<file path="config.mk">
export PLATFORM = sky130hd
export DESIGN_NAME = store_monitor
export DESIGN_NICKNAME = d
export VERILOG_FILES = /design/src/rtl/store_mon_pkg.sv /design/src/rtl/store_mon_timer.sv /design/src/rtl/store_monitor.sv
export SDC_FILE = /design/constraint.sdc
export NUM_CORES = 1
export LEC_CHECK = 0
export ABC_AREA = 0
export BUFFER_PORTS_ARGS = -buffer_cell sky130_fd_sc_hd__clkbuf_2
export CAP_MARGIN = 30
export CORE_ASPECT_RATIO = 0.8
export CORE_MARGIN = 1
export CORE_UTILIZATION = 58
export DETAILED_ROUTE_END_ITERATION = 8
export PLACE_DENSITY = 0.86
export REMOVE_ABC_BUFFERS = 1
export SETUP_SLACK_MARGIN = 0.2
export SLEW_MARGIN = 20
export SYNTH_ARGS = -nofsm -noshare
export SYNTH_HDL_FRONTEND = slang
export SYNTH_SLANG_ARGS = --single-unit
</file>
<file path="constraint.sdc">
create_clock -name clk -period 4 [get_ports clk]
set_input_delay 0.4 -clock clk [delete_from_list [all_inputs] [get_ports clk]]
set_output_delay 0.4 -clock clk [all_outputs]
set_load 0.005 [all_outputs]
</file>
<file path="src/rtl/store_mon_pkg.sv">
// store_mon_pkg: shared types and constants for the store_monitor block.
//   state_e      - checker FSM states
//   FAIL_*       - fail_code encodings
//   STORE_CNT_W  - width of the saturating store counter
package store_mon_pkg;

  typedef enum logic [1:0] {
    IDLE = 2'd0,
    RUN  = 2'd1,
    PASS = 2'd2,
    FAIL = 2'd3
  } state_e;

  localparam logic [1:0] FAIL_NONE     = 2'd0;
  localparam logic [1:0] FAIL_MISMATCH = 2'd1;
  localparam logic [1:0] FAIL_TIMEOUT  = 2'd2;

  localparam int unsigned STORE_CNT_W = 16;

endpackage

</file>
<file path="src/rtl/store_mon_timer.sv">
// store_mon_timer: run watchdog; clear/enable up-counter with terminal-count flag.
// Ports:
//   clk_i, rst_ni - clock, async active-low reset
//   clr_i         - synchronous clear (wins over enable)
//   en_i          - count enable
//   tc_c_o        - combinational: enabled and count == TIMEOUT_CYC-1
module store_mon_timer
  import store_mon_pkg::*;
#(
  parameter int unsigned TIMEOUT_CYC = 1024
) (
  input  logic clk_i,
  input  logic rst_ni,
  input  logic clr_i,
  input  logic en_i,
  output logic tc_c_o
);

  localparam int unsigned CNT_W = (TIMEOUT_CYC > 1) ? $clog2(TIMEOUT_CYC) : 1;
  localparam logic [CNT_W-1:0] TC_VAL = CNT_W'(TIMEOUT_CYC - 1);

  logic [CNT_W-1:0] cnt_q, cnt_d;

  // Wrap past TC is harmless: the FSM leaves RUN (dropping en_i) on TC.
  always_comb begin
    cnt_d = cnt_q;
    if (clr_i) begin
      cnt_d = '0;
    end else if (en_i) begin
      cnt_d = cnt_q + CNT_W'(1);
    end
  end

  always_ff @(posedge clk_i or negedge rst_ni) begin
    if (!rst_ni) begin
      cnt_q <= '0;
    end else begin
      cnt_q <= cnt_d;
    end
  end

  assign tc_c_o = en_i && (cnt_q == TC_VAL);

endmodule

</file>
<file path="src/rtl/store_monitor.sv">
// store_monitor: checks the core's store stream against a programmable table of
// expected (address, data) pairs, with a scratch-address filter and a watchdog.
// Ports:
//   clk, reset_n                    - clock, async active-low reset
//   exp_wr_en/exp_idx/exp_addr/data - table load (accepted in IDLE with start low)
//   start                           - begin / restart a run
//   mem_write/data_adr/write_data   - tapped core store port
//   busy, done, pass, fail_code     - run status
//   match_cnt, store_cnt            - progress counters
//   fail_addr, fail_data            - offending store (0 on timeout)
// Build option: define STORE_MON_OOO_EN for out-of-order matching (per-entry
// matched mask); otherwise entries must match strictly in index order.
module store_monitor
  import store_mon_pkg::*;
#(
  parameter int unsigned ADDR_W      = 32,
  parameter int unsigned DATA_W      = 32,
  parameter int unsigned NUM_EXP     = 4,
  parameter logic [ADDR_W-1:0] IGNORE_ADDR = ADDR_W'(96),
  parameter int unsigned TIMEOUT_CYC = 1024,
  localparam int unsigned IDX_W  = (NUM_EXP > 1) ? $clog2(NUM_EXP) : 1,
  localparam int unsigned MCNT_W = $clog2(NUM_EXP + 1)
) (
  input  logic                   clk,
  input  logic                   reset_n,
  input  logic                   exp_wr_en,
  input  logic [IDX_W-1:0]       exp_idx,
  input  logic [ADDR_W-1:0]      exp_addr,
  input  logic [DATA_W-1:0]      exp_data,
  input  logic                   start,
  input  logic                   mem_write,
  input  logic [ADDR_W-1:0]      data_adr,
  input  logic [DATA_W-1:0]      write_data,
  output logic                   busy,
  output logic                   done,
  output logic                   pass,
  output logic [1:0]             fail_code,
  output logic [MCNT_W-1:0]      match_cnt,
  output logic [STORE_CNT_W-1:0] store_cnt,
  output logic [ADDR_W-1:0]      fail_addr,
  output logic [DATA_W-1:0]      fail_data
);

  state_e                 state_q, state_d;
  logic [ADDR_W-1:0]      tbl_addr_q [NUM_EXP];
  logic [DATA_W-1:0]      tbl_data_q [NUM_EXP];
  logic [MCNT_W-1:0]      match_q, match_d;
  logic [STORE_CNT_W-1:0] store_q, store_d;
  logic [1:0]             code_q, code_d;
  logic [ADDR_W-1:0]      faddr_q, faddr_d;
  logic [DATA_W-1:0]      fdata_q, fdata_d;
  logic                   busy_q, done_q, pass_q;
  logic                   enter_run_c, tbl_we_c, ignore_c, hit_c, last_c, tc_c;
`ifdef STORE_MON_OOO_EN
  logic [NUM_EXP-1:0]     mask_q, mask_d, hit_oh_c;
  logic                   found_c;
`else
  logic [IDX_W-1:0]       ptr_q, ptr_d;
`endif

  store_mon_timer #(.TIMEOUT_CYC(TIMEOUT_CYC)) u_timer (
    .clk_i  (clk),
    .rst_ni (reset_n),
    .clr_i  (enter_run_c),
    .en_i   (state_q == RUN),
    .tc_c_o (tc_c)
  );

  // Expected-store table: loadable only while idle and not starting.
  assign tbl_we_c = exp_wr_en && !start && (state_q == IDLE) && (32'(exp_idx) < NUM_EXP);

  always_ff @(posedge clk or negedge reset_n) begin
    if (!reset_n) begin
      for (int i = 0; i < NUM_EXP; i++) begin
        tbl_addr_q[i] <= '0;
        tbl_data_q[i] <= '0;
      end
    end else if (tbl_we_c) begin
      tbl_addr_q[exp_idx] <= exp_addr;
      tbl_data_q[exp_idx] <= exp_data;
    end
  end

  assign ignore_c = (data_adr == IGNORE_ADDR);

`ifdef STORE_MON_OOO_EN
  // Lowest-index unmatched entry equal to the current store.
  always_comb begin
    hit_oh_c = '0;
    found_c  = 1'b0;
    for (int i = 0; i < NUM_EXP; i++) begin
      if (!found_c && !mask_q[i] && (tbl_addr_q[i] == data_adr) &&
          (tbl_data_q[i] == write_data)) begin
        hit_oh_c[i] = 1'b1;
        found_c     = 1'b1;
      end
    end
    hit_c  = found_c;
    last_c = &(mask_q | hit_oh_c);
  end
`else
  assign hit_c  = (tbl_addr_q[ptr_q] == data_adr) && (tbl_data_q[ptr_q] == write_data);
  assign last_c = (ptr_q == IDX_W'(NUM_EXP - 1));
`endif

  // Next-state: run control, store comparison, watchdog.
  always_comb begin
    state_d     = state_q;
    match_d     = match_q;
    store_d     = store_q;
    code_d      = code_q;
    faddr_d     = faddr_q;
    fdata_d     = fdata_q;
    enter_run_c = 1'b0;
`ifdef STORE_MON_OOO_EN
    mask_d      = mask_q;
`else
    ptr_d       = ptr_q;
`endif
    unique case (state_q)
      RUN: begin
        if (start) begin
          enter_run_c = 1'b1;
        end else begin
          if (mem_write) begin
            store_d = (store_q == '1) ? store_q : store_q + STORE_CNT_W'(1);
            if (!ignore_c) begin
              if (hit_c) begin
                match_d = match_q + MCNT_W'(1);
`ifdef STORE_MON_OOO_EN
                mask_d  = mask_q | hit_oh_c;
`else
                ptr_d   = ptr_q + IDX_W'(1);
`endif
                if (last_c) state_d = PASS;
              end else begin
                state_d = FAIL;
                code_d  = FAIL_MISMATCH;
                faddr_d = data_adr;
                fdata_d = write_data;
              end
            end
          end
          // A deciding store in the terminal cycle takes priority over timeout.
          if ((state_d == RUN) && tc_c) begin
            state_d = FAIL;
            code_d  = FAIL_TIMEOUT;
          end
        end
      end
      IDLE, PASS, FAIL: begin
        if (start) enter_run_c = 1'b1;
      end
      default: ;
    endcase
    if (enter_run_c) begin
      state_d = RUN;
      match_d = '0;
      store_d = '0;
      code_d  = FAIL_NONE;
      faddr_d = '0;
      fdata_d = '0;
`ifdef STORE_MON_OOO_EN
      mask_d  = '0;
`else
      ptr_d   = '0;
`endif
    end
  end

  always_ff @(posedge clk or negedge reset_n) begin
    if (!reset_n) begin
      state_q <= IDLE;
      match_q <= '0;
      store_q <= '0;
      code_q  <= FAIL_NONE;
      faddr_q <= '0;
      fdata_q <= '0;
      busy_q  <= 1'b0;
      done_q  <= 1'b0;
      pass_q  <= 1'b0;
`ifdef STORE_MON_OOO_EN
      mask_q  <= '0;
`else
      ptr_q   <= '0;
`endif
    end else begin
      state_q <= state_d;
      match_q <= match_d;
      store_q <= store_d;
      code_q  <= code_d;
      faddr_q <= faddr_d;
      fdata_q <= fdata_d;
      busy_q  <= (state_d == RUN);
      done_q  <= (state_d == PASS) || (state_d == FAIL);
      pass_q  <= (state_d == PASS);
`ifdef STORE_MON_OOO_EN
      mask_q  <= mask_d;
`else
      ptr_q   <= ptr_d;
`endif
    end
  end

  assign busy      = busy_q;
  assign done      = done_q;
  assign pass      = pass_q;
  assign fail_code = code_q;
  assign match_cnt = match_q;
  assign store_cnt = store_q;
  assign fail_addr = faddr_q;
  assign fail_data = fdata_q;

endmodule

</file>
==> summary.md <==
| Metric | Value |
|---|---|
| Synthesis-stage register bit count | 358 |
| Worst Tran Pin Value | 860 ps |
| Mapped Area | 16400 um^2 |
| Commonest non-fill, non-tap cell in the layout | dfrtp_1 |
| Synth Area in Compound Gates | 0.588% |
| Hold Path Class | input port to register |
| I/O Buffers | 222 |
| Core Area | 27500 um^2 |
| Most frequent cells in the layout | dfrtp_1, mux2_2, clkbuf_2 |
| Mean post-synth cell area | 13.9 um^2 |
| Synth warn | 0 |
| DRT Pass-1 Iters | 6 |
| Min Clock Period, post-route | 3610 ps |
| Top FF cell, synth | dfrtp_1 |
| CTS tree | done |
| ANT nets after route | 0 |
| Die Ht | 152 um |
| Slew HR | 42.6% |
| Row count | 54 |
| Ys async rst share | 100% |
| Die area | 28900 um^2 |
| Final worst slack | 393 ps |
| TritonCTS Sinks | 358 |
| Synth unique cells | 40 |
| CTS buffer count | 36 |
| Max-slew violation count | 0 |
| Setup CP Type | register to register |
| Clock Latency Late Sink | 520 ps |
| # setup viols final | 0 |
| Vias | 10700 |
| Routed wire length per instance | 21.9 um |
| Worst slack at placement | -1.34 ps |
| Area growth, synth to finish | 18.1% |
| Mux share of post-synthesis cell area | 30.6% |
| Synth Area in Simple Gates | 7.08% |
| Leak | 9.47 nW |
| Max-cap viol count | 0 |
| Fin Setup TNS | 0 ps |
| Cell Chain, Critical Path | buf_4, mux4_2, xnor2_1, nand4_1, nor4_2, nand4_1, buf_4, or4_1, a211oi_2 |
| Width of the die | 190 um |
| RD Place Congestion | 0.795 |
| Crit-path slowest cell | dfrtp_4 |
| Final Skew | 15.2 ps |
| Slowest cell delay on critical path | 560 ps |
| Final hold vios | 0 |
| Max Fclk | 277 MHz |
| Adder-cell share of the synthesized area | 0.305% |
| Largest family of logic cells by synthesized area | multiplexers |
| CP Data Required Time | 4440 ps |
| Mapped Cells | 1181 |
| Final Core Density | 70.4% |
| Pin count of the biggest net entering global routing | 145 |
| Largest buffer count on any clock path | 3 |
| Status | finished clean |
| RSZ-0062 raised after global routing | no |
| Gr ovfl total | 0 |
| CP Capture Type | register |
| Num ports | 223 |
| Period utilisation layout | 90.2% |
| Layout Nets | 1555 |
| First-pass GRT wire length | 62300 um |
| Initial antenna violation count | 1 |
| Pwr/cell area | 410 nW/um^2 |
| Starting DRT DRC Count | 570 |
| Peak VDD IR | 0.345 mV |
| Initial core utilization | 59.6% |
| R2R setup slack | 390 ps |
| Total wire length | 39500 um |
| Post-synth EDFFs | 0 |
| Clk slew on worst S/H paths | 60 ps |
| Register area share after synthesis | 54.7% |
| Crit path max fanout | 14 |
| XOR/XNOR share of the synthesized area | 4.60% |
| DRC | 0 |
| Layout cell share with drive strength beyond 1 | 45.6% |
| Vias in the first global route | 11300 |
| DP Wirelength | 26300 um |
| Final std cells w/o fill | 1807 |
| Tot GR Track Use | 27.9% |
| Placed Cells incl. Taps | 1727 |
| Critical path launch point type | register |
| H-Tree Depth | 2 |
| Clk Tree Root Cell | clkbuf_16 |
| Crit path DAT | 4040 ps |
| DR vias/cell | 5.90 |
[per-layer routing]
layer | global-route usage, % | wire [um] | up-vias
met3 | 5.16 | 2440 | 63
met2 | 44.4 | 19000 | 341
met1 | 39.0 | 17100 | 5557
met5 | 0 | 13 | -
li1 | - | - | 4700
met4 | 8.87 | 954 | 2
[flip-flops by register name (all words and copies together), names as in the netlist]
name / cells
state_q: 2
done: 1
fail_data: 32
fail_addr: 32
tbl_addr_q: 128
tbl_data_q: 128
u_timer.cnt_q: 10
store_cnt: 16
busy: 1
pass: 1
ptr_q: 2
match_cnt: 3
fail_code: 2
[final timing paths]
check	startpoint	endpoint	cells past startpoint
max in group asynchronous	reset_n	tbl_addr_q[104]	4
setup reg to reg	ptr_q[0]	fail_code[1]	9
min in group asynchronous	reset_n	tbl_data_q[127]	2
hold / removal	write_data[17]	fail_data[17]	3
setup / recovery	ptr_q[0]	fail_code[1]	9
hold reg to reg	tbl_addr_q[47]	tbl_addr_q[47]	1
[cell usage after synthesis (2+ instances only)]
library cell	count	area share, %
clkbuf_1	51	1.2
mux4_2	64	8.8
buf_1	3	0.069
xnor2_1	70	3.7
nand2_1	147	3.4
xor2_1	16	0.86
nand3b_1	2	0.092
and2_1	4	0.15
nand3_1	9	0.27
and3_1	5	0.19
ha_1	4	0.31
nor3_1	4	0.12
dfrtp_1	358	55
nor4b_1	3	0.16
nor3b_1	2	0.092
nor4_1	11	0.42
nor2_1	32	0.73
mux2i_1	67	4.1
and4_1	3	0.16
mux2_2	258	18
buf_6	8	0.55
o31ai_1	2	0.092
buf_2	6	0.18
nor2b_1	5	0.19
inv_1	5	0.11
a21oi_1	2	0.061
nand4_1	26	0.99
or4_1	2	0.092
[where the power goes]
part	switching, W	internal (W)	leakage [nW]	total, W
clock network	0.00142	0.00206	0.606	0.00348
logic	0.000335	0.000278	3.97	0.000613
registers	0.0000800	0.00376	4.89	0.00384
[per-stage QoR]
step / power (W) / hold WS [ps] / area [um^2]
2_1_floorplan: 0.00418 / 104 / 16100
3_3_place_gp: 0.00447 / 481 / 17900
3_5_place_dp: 0.00451 / 489 / 17900
4_1_cts: 0.00798 / 84.4 / 19200
5_1_grt: 0.00820 / 156 / 19300
6_report: 0.00793 / 151 / 19300
[critical path, delay by kind of cell (launching register included)]
family | cells | cell delay, ps
simple gates | 4 | 1510
compound gates | 1 | 200
mux | 1 | 530
flops | 1 | 560
xor+xnor | 1 | 190
buf+inv | 2 | 530
[cells by family after synthesis]
group / after synthesis
AO/OA/AOI/OAI: 13
XOR/XNOR: 86
adder cells (fa/ha/maj): 4
buffers and inverters: 75
flip-flops: 358
multiplexers: 389
AND/OR/NAND/NOR: 256
[layout make-up]
class / count / area (um^2)
diodes: 1 / 2.50
well taps: 364 / 455
fillers: 1862 / 8150
flip-flops and latches: 358 / 8970
multi-input cells: 749 / 7140
clock inverters: 13 / 150
inverters: 6 / 25.0
repair buffers: 265 / 1540
clock buffers: 51 / 1070
[timing repair]
action / CTS / global route
hold buffers: 0 / 1
resized for setup: 2 / 3
endpoints found under the setup margin: 53 / 48
setup buffers: 0 / 11
gates cloned: 0 / 1
endpoints found under the hold margin: 0 / 52
pin swaps: 0 / 1
Note: power is estimated with default switching activity, not from simulation.
